**src/rtl/bcd_convert_if.sv**
```systemverilog
// Handshake bundle between the binary producer, the BCD converter and the display consumer.
interface bcd_convert_if #(
  parameter int BIN_W  = 20,
  parameter int DIGITS = 6
);
  logic                  in_valid;
  logic                  in_ready;
  logic [BIN_W-1:0]      in_bin;
  logic                  out_valid;
  logic                  out_ready;
  logic [4*DIGITS-1:0]   out_bcd;
  logic                  out_ovf;

  modport slave (
    input  in_valid, in_bin, out_ready,
    output in_ready, out_valid, out_bcd, out_ovf
  );

  modport master (
    output in_valid, in_bin, out_ready,
    input  in_ready, out_valid, out_bcd, out_ovf
  );
endinterface

```
**src/rtl/bcd_convert_ctrl.sv**
```systemverilog
// Iterative double-dabble binary-to-BCD converter, one operand per handshake.
// Optional macro BCD_SATURATE_EN: overflowing results are reported as all nines.
module bcd_convert_ctrl #(
  parameter int BIN_W  = 20,
  parameter int DIGITS = 6
) (
  input  logic          clk,
  input  logic          rst_n,
  bcd_convert_if.slave  bus
);

  localparam int BCD_W  = 4 * (DIGITS + 1);
  localparam int OUT_W  = 4 * DIGITS;
  localparam int ITER_W = $clog2(BIN_W);
  localparam logic [ITER_W-1:0] LAST_ITER = ITER_W'(BIN_W - 1);

  localparam logic [1:0] S_IDLE  = 2'd0;
  localparam logic [1:0] S_SHIFT = 2'd1;
  localparam logic [1:0] S_DONE  = 2'd2;

  logic [1:0]              state;
  logic [ITER_W-1:0]       iter;
  logic [BIN_W-1:0]        bin_sr;
  logic [BCD_W-1:0]        bcd_sr;
  logic [OUT_W-1:0]        out_bcd_r;
  logic                    out_ovf_r;

  logic [BCD_W-1:0]        bcd_adj;
  logic [BCD_W+BIN_W-1:0]  shifted;
  logic [BCD_W-1:0]        bcd_next;
  logic [BIN_W-1:0]        bin_next;
  logic [OUT_W-1:0]        low_next;
  logic                    ovf_next;

  // Each digit is at most 9 before correction, so the 4-bit add cannot carry out.
  function automatic logic [BCD_W-1:0] add3_digits(input logic [BCD_W-1:0] b);
    logic [BCD_W-1:0] r;
    r = b;
    for (int i = 0; i < DIGITS + 1; i++) begin
      if (b[4*i +: 4] >= 4'd5)
        r[4*i +: 4] = b[4*i +: 4] + 4'd3;
    end
    return r;
  endfunction

  function automatic logic [OUT_W-1:0] saturate(input logic [OUT_W-1:0] low,
                                                input logic             ovf);
    return ovf ? {DIGITS{4'h9}} : low;
  endfunction

  always_comb begin
    bcd_adj  = add3_digits(bcd_sr);
    shifted  = {bcd_adj, bin_sr} << 1;
    bcd_next = shifted[BCD_W+BIN_W-1:BIN_W];
    bin_next = shifted[BIN_W-1:0];
    low_next = bcd_next[OUT_W-1:0];
    ovf_next = |bcd_next[BCD_W-1 -: 4];
  end

  always_ff @(posedge clk or negedge rst_n) begin
    if (!rst_n) begin
      state     <= S_IDLE;
      iter      <= '0;
      bin_sr    <= '0;
      bcd_sr    <= '0;
      out_bcd_r <= '0;
      out_ovf_r <= 1'b0;
    end else begin
      case (state)
        S_IDLE: begin
          if (bus.in_valid) begin
            bin_sr <= bus.in_bin;
            bcd_sr <= '0;
            iter   <= '0;
            state  <= S_SHIFT;
          end
        end
        S_SHIFT: begin
          bin_sr <= bin_next;
          bcd_sr <= bcd_next;
          iter   <= iter + 1'b1;
          if (iter == LAST_ITER) begin
            state     <= S_DONE;
            out_ovf_r <= ovf_next;
`ifdef BCD_SATURATE_EN
            out_bcd_r <= saturate(low_next, ovf_next);
`else
            out_bcd_r <= low_next;
`endif
          end
        end
        S_DONE: begin
          if (bus.out_ready)
            state <= S_IDLE;
        end
        default: state <= S_IDLE;
      endcase
    end
  end

  assign bus.in_ready  = (state == S_IDLE);
  assign bus.out_valid = (state == S_DONE);
  assign bus.out_bcd   = out_bcd_r;
  assign bus.out_ovf   = out_ovf_r;

endmodule

```
**src/flat_wrapper.sv**
```systemverilog
// flat-port wrapper written by rule: the top's interface ports become plain ports
module bcd_convert_ctrl_flat 
#(
  parameter int BIN_W  = 20,
  parameter int DIGITS = 6
)
  (clk, rst_n, bus_in_valid, bus_in_bin, bus_out_ready, bus_in_ready, bus_out_valid, bus_out_bcd, bus_out_ovf);
  bcd_convert_if #(.BIN_W(BIN_W), .DIGITS(DIGITS)) bus_i ();
  input  logic clk;
  input  logic rst_n;
  input wire logic [$bits(bus_i.in_valid)-1:0] bus_in_valid;
  input wire logic [$bits(bus_i.in_bin)-1:0] bus_in_bin;
  input wire logic [$bits(bus_i.out_ready)-1:0] bus_out_ready;
  output wire logic [$bits(bus_i.in_ready)-1:0] bus_in_ready;
  output wire logic [$bits(bus_i.out_valid)-1:0] bus_out_valid;
  output wire logic [$bits(bus_i.out_bcd)-1:0] bus_out_bcd;
  output wire logic [$bits(bus_i.out_ovf)-1:0] bus_out_ovf;
  assign bus_i.in_valid = bus_in_valid;
  assign bus_i.in_bin = bus_in_bin;
  assign bus_i.out_ready = bus_out_ready;
  assign bus_in_ready = bus_i.in_ready;
  assign bus_out_valid = bus_i.out_valid;
  assign bus_out_bcd = bus_i.out_bcd;
  assign bus_out_ovf = bus_i.out_ovf;
  bcd_convert_ctrl #(.BIN_W(BIN_W), .DIGITS(DIGITS)) u_core (.clk(clk), .rst_n(rst_n), .bus(bus_i));
endmodule
```
**config.mk**
```make
export PLATFORM = sky130hd
export DESIGN_NAME = bcd_convert_ctrl_flat
export DESIGN_NICKNAME = d
export VERILOG_FILES = /design/src/rtl/bcd_convert_if.sv /design/src/rtl/bcd_convert_ctrl.sv /design/src/flat_wrapper.sv
export SDC_FILE = /design/constraint.sdc
export NUM_CORES = 1
export LEC_CHECK = 0
export ABC_CLOCK_PERIOD_IN_PS = 2000
export CAP_MARGIN = 20
export CORE_MARGIN = 2
export CORE_UTILIZATION = 40
export CTS_CLUSTER_SIZE = 14
export DETAILED_ROUTE_END_ITERATION = 7
export PLACE_DENSITY_LB_ADDON = 0.08
export SLEW_MARGIN = 5
export SYNTH_ARGS = -nofsm -noshare
export SYNTH_HDL_FRONTEND = slang
export SYNTH_SLANG_ARGS = --single-unit
```
**constraint.sdc**
```tcl
create_clock -name clk -period 2 [get_ports clk]
set_clock_uncertainty 0.15 [all_clocks]
set_input_delay 0.2 -clock clk [delete_from_list [all_inputs] [get_ports clk]]
set_output_delay 0.2 -clock clk [all_outputs]
set_load 0.01 [all_outputs]
```
* After elaboration in Yosys (flattened, before gate mapping)
Index checks and enable logic that the tools add are counted.
** Storage, ports and cells
- Register bits :: 80
- Word-level logic and storage cells :: 50
- Output and inout bits :: 27
- Bits of input ports :: 24
** Cells by class
- $add $sub $neg :: 8
- Reduce and logical (&&, ||, !) cells :: 6
- $lt $le $gt $ge :: 7
- Multiplexer cells :: 17
- Equal/unequal tests :: 6
** Operator list (count)
- $pmux W28 S2 :: 1
- $pmux W20 S2 :: 1
- $ge A4 B3 Y1 const B :: 7
- $mux W28 :: 1
- $add A4 B2 Y4 const B :: 6
- $mux W4 :: 6
- $mux W20 :: 1
- $pmux W5 S2 :: 1
- $mux W2 :: 3
- $pmux W2 S3 :: 1
- $add A5 B1 Y5 const B :: 1
- $eq A5 B5 Y1 const B :: 1
- $mux W5 :: 1
- $ne A2 B2 Y1 const B :: 2
- $reduce_and A2 Y1 :: 2
- $reduce_or A4 Y1 :: 1
- $add A3 B2 Y3 const B :: 1
- $mux W3 :: 1
- $reduce_and A3 Y1 :: 1
- $eq A2 B1 Y1 const B :: 1
- $eq A2 B2 Y1 const B :: 1
- $logic_not A2 Y1 :: 1
- $ne A2 B1 Y1 const B :: 1
- $reduce_bool A2 Y1 :: 1

* Longest topological paths before layout
- Depth in word-level cells :: 3
- Mapped depth :: 7

* Worst setup path before layout
OpenSTA, ideal clock, no wires.
- Path kind :: reg2reg
- Start point :: register u_core.bcd_sr[20]
- End point :: register u_core.out_bcd_r[22], in the netlist u_core.bus.out_bcd[22]
- Setup slack :: 0.311 ns
- Data arrival time :: 1.456 ns
- Library setup time :: 0.083 ns
- Cell stages (with the launch flop) :: 7
- Data required time :: 1.767 ns
- Cells stage by stage :: dfrtp_1 -> inv_1 -> ha_1 -> nand2b_1 -> a21oi_1 -> mux2_2 -> o21ai_0
** On the way
- Cells in the longest elaborated chain, start to end :: 2
- Elaborated cells on any way between the ends :: 3
- Those cells by class :: 1 x add/sub; 1 x order compare; 1 x mux
** RTL lines
- start, declared :: RTL line bcd_convert_ctrl.sv:24 : logic [BCD_W-1:0] bcd_sr;
- start signal, assigned :: RTL line bcd_convert_ctrl.sv:80 : bcd_sr <= bcd_next;
- $add A4 B2 Y4 or $ge A4 B3 Y1 (tied branches) :: RTL line bcd_convert_ctrl.sv:41, bcd_convert_ctrl.sv:40
- $mux W4 * :: RTL line bcd_convert_ctrl.sv:40 : if (b[4*i +: 4] >= 4'd5)
- end signal, assigned :: RTL line bcd_convert_ctrl.sv:88 : out_bcd_r <= low_next;
- end, declared :: RTL line bcd_convert_ctrl.sv:25 : logic [OUT_W-1:0] out_bcd_r;
Mark *: on every way between the ends. The rest lies on a longest branch, timed or not.
A chain may end at the register's enable or synchronous reset.

* Worst setup path in the final report
- Start point :: register u_core.state[0]
- End point :: output port bus_out_valid
** On the way
- Cells in the longest elaborated chain, start to end :: 1
** RTL lines
- start, declared :: RTL line bcd_convert_ctrl.sv:21 : logic [1:0] state;
- start signal, assigned :: RTL line bcd_convert_ctrl.sv:62 : state <= S_IDLE;
- start signal, assigned :: RTL line bcd_convert_ctrl.sv:75 : state <= S_SHIFT;
- start signal, assigned :: RTL line bcd_convert_ctrl.sv:83 : state <= S_DONE;
- $eq A2 B2 Y1 :: RTL line bcd_convert_ctrl.sv:102 : assign bus.out_valid = (state == S_DONE);
- end, declared :: RTL line flat_wrapper.sv:15 : output wire logic [$bits(bus_i.out_valid)-1:0] bus_out_valid;
Every way passes these cells.

==> results.cfg <==
[status]
status = finished clean

[setup_path]
path_buf_inv = 2
crit_type = flip-flop to primary output
crit_fanout = 4
cp_top_family = buffers and inverters
cp_cell_sequence = nand2b_1 -> inv_1 -> clkdlybuf4s50_1
crit_path_start_kind = flip-flop
critPathCaptureType = primary output
reg2reg_to = u_core.bcd_sr[22]
cp_slowest_cell = clkdlybuf4s50_1
worstPathArrival_ps = 1530
worst_path_largest_cell_delay_ps = 530
r2r-start = u_core.bcd_sr[20]
rrSetupSlack_ps = 150
r2r_cells = 6
crit_required_ps = 1650

[route]
ant_nets = 0
drt_iter0_markers = 134
drc = 0
viasPerCell = 5.05
vias = 2960
totalWireLength_um = 7810
drt-wirelength-per-cell_um = 13.3
dr.pass1.iters = 4

[finish]
drive_above_1_share_pct = 9.63
syn2layout_area_growth_pct = 23.7
fin_nets = 491
antenna_cells = 0
n_fill_cell = 876
design_area_sq_mm = 0.00473
layout_commonest_cell = dfrtp_1
utilization_pct = 51.2
final_cell_mix = dfrtp_1 (80), o21ai_0 (77), nand2_1 (69)

[clocking]
numCtsBuffers = 9
clockBufferDepth = 2
htree_num_levels = 3
root_buffer = clkbuf_8
cts.sink_count = 80
clock_latency_ps = 340
path_clk_slew_ps = 90
cts_tree = done

[synthesis]
syn_nets = 435
synth_compound_area_share_pct = 19.2
ys_warn_count = 0
ys_seq_area_share_pct = 52.4
synth_cells = 396
ys_ff_latch = 80
netlist_area_sq_mm = 0.00382
synth_top_family_by_area = compound AO/OA/AOI/OAI gates
synth_xor_area_share_pct = 1.37
synth_cell_types = 35
synth_ff_type = dfrtp_1
synth-edff-count = 0
synthAdderAreaFrac_pct = 4.91
synthMuxAreaShare_pct = 2.45
async_flop_share_pct = 100
synthSimpleGateAreaFrac_pct = 15.1
synth.avg_cell_area_sq_um = 9.65

[timing]
hold_viol = 0
setup_tns_ps = 0
setup_viol = 0
worstMarginPinSlew_ps = 424
fin_crit_sh_pct = 94.0
period_minus_slack_ps = 1880
slew_headroom_pct = 71.7
rsz0062_at_grt = false
hold_ws_ps = 188
maxClockFrequency_ghz = 0.532
slew_violations = 0

[grt]
grt_pass1_vias = 2904
grt.overflow.total = 0
antenna_found_initial = 0
grt_max_degree = 37
grt_usage_pct = 16.4
grt_first_pass_wirelength_um = 13400

[power_and_ir_drop]
pwr_density_cell_mw_per_mm2 = 1560
vdd_drop_max_mv = 0.483
leakage_nw = 2.03

[placed_design]
place_congestion = 0.808
hpwl_um = 5330
io_buffers = 50
dpl_cell_area_sq_mm = 0.00453

[floorplan]
ios = 51
fp-row-count = 35
die_w_um = 102
start_util_pct = 41.4
core-area_sq_mm = 0.00924
dieArea_sq_mm = 0.0104
die_height_um = 102

[run]
maxCapViolations = 0

[min_path]
hp-class = primary input to async pin
[cells in the mapped netlist (7+ instances only)]
master	instances	area share, %
dfrtp_1	80	52
o21ai_0	77	10
nand2_1	69	6.8
a21oi_1	24	3.1
a22oi_1	18	3.5
inv_1	16	1.6
ha_1	15	4.9
nor3b_1	12	2.4
nand2b_1	11	1.8
clkbuf_1	10	0.98
nand3_1	8	1.0
mux2_2	7	2.1
[worst reg2reg max path, cell delays in order (launching register included)]
cell,delay (ps)
dfrtp_1,430
inv_1,100
ha_1,240
nand2b_1,90
a21oi_1,240
mux2_2,380
o21ai_0,150
[registers in the layout, indices dropped and copies added, names as in the netlist]
register / flops
u_core.bus.out_bcd: 24
u_core.bin_sr: 20
u_core.iter: 5
u_core.bus.out_ovf: 1
u_core.state: 2
u_core.bcd_sr: 28
[stage by stage]
stage	power (W)	setup slack [ps]	cells
final	0.00738	120	586
after global routing	0.00810	10.2	586
after CTS	0.00747	24.9	585
after detailed placement	0.00638	149	568
after global placement	0.00626	191	568
after floorplan	0.00507	311	396
[per-layer routing]
| layer | wire length, um | vias up | track usage, % |
|---|---|---|---|
| met4 | 150 | 0 | 6.55 |
| met3 | 283 | 14 | 2.62 |
| met5 | 0 | - | 0 |
| li1 | - | 1489 | - |
| met2 | 3680 | 62 | 27.3 |
| met1 | 3700 | 1395 | 21.4 |
[kinds of logic (layout without fill, tap and decap cells)]
logic type                 after synthesis  count (layout)
buffers and inverters                   37              98
DFF                                     80              80
muxes                                    8               8
AOI/OAI and AO/OA                      131             131
adders and majority gates               15              15
and+or+nand+nor                        119             119
xor gates and xnor gates                 6               6
[power by group]
group	switching [W]	internal, W
sequential	0.000549	0.00233
clock	0.000584	0.000481
combinational	0.00175	0.00169
total	0.00288	0.00450
[repair_timing]
item                                    4_1_cts  5_1_grt
endpoints found under the setup margin        0        4
endpoints found under the hold margin        29        0
hold buffers                                  1        0
buffers inserted                              0        1
gates resized for setup                       0        3
[layout make-up]
type | instances | area (sq um) | area share, %
clock inverters | 5 | 32.5 | 0.688
repair buffers | 66 | 677 | 14.3
well taps | 129 | 161 | 3.41
inverters | 16 | 60.1 | 1.27
flip-flops and latches | 80 | 2000 | 42.3
clock buffers | 11 | 141 | 2.99
multi-input cells | 279 | 1660 | 35.0
[how the worst max path moves through the flow]
stage,from,endpoint,slack (ps),depth (start not counted)
2_1_floorplan,u_core.bcd_sr[20],u_core.bus.out_bcd[22],310,6
3_3_place_gp,u_core.bcd_sr[8],u_core.bcd_sr[10],190,6
3_5_place_dp,u_core.bcd_sr[4],u_core.bus.out_bcd[6],150,6
4_1_cts,u_core.state[0],bus_in_ready,20,3
5_1_grt,u_core.bcd_sr[4],u_core.bus.out_bcd[6],10,6
6_report,u_core.state[0],bus_out_valid,120,3
Power figures use the tool's default switching activity.
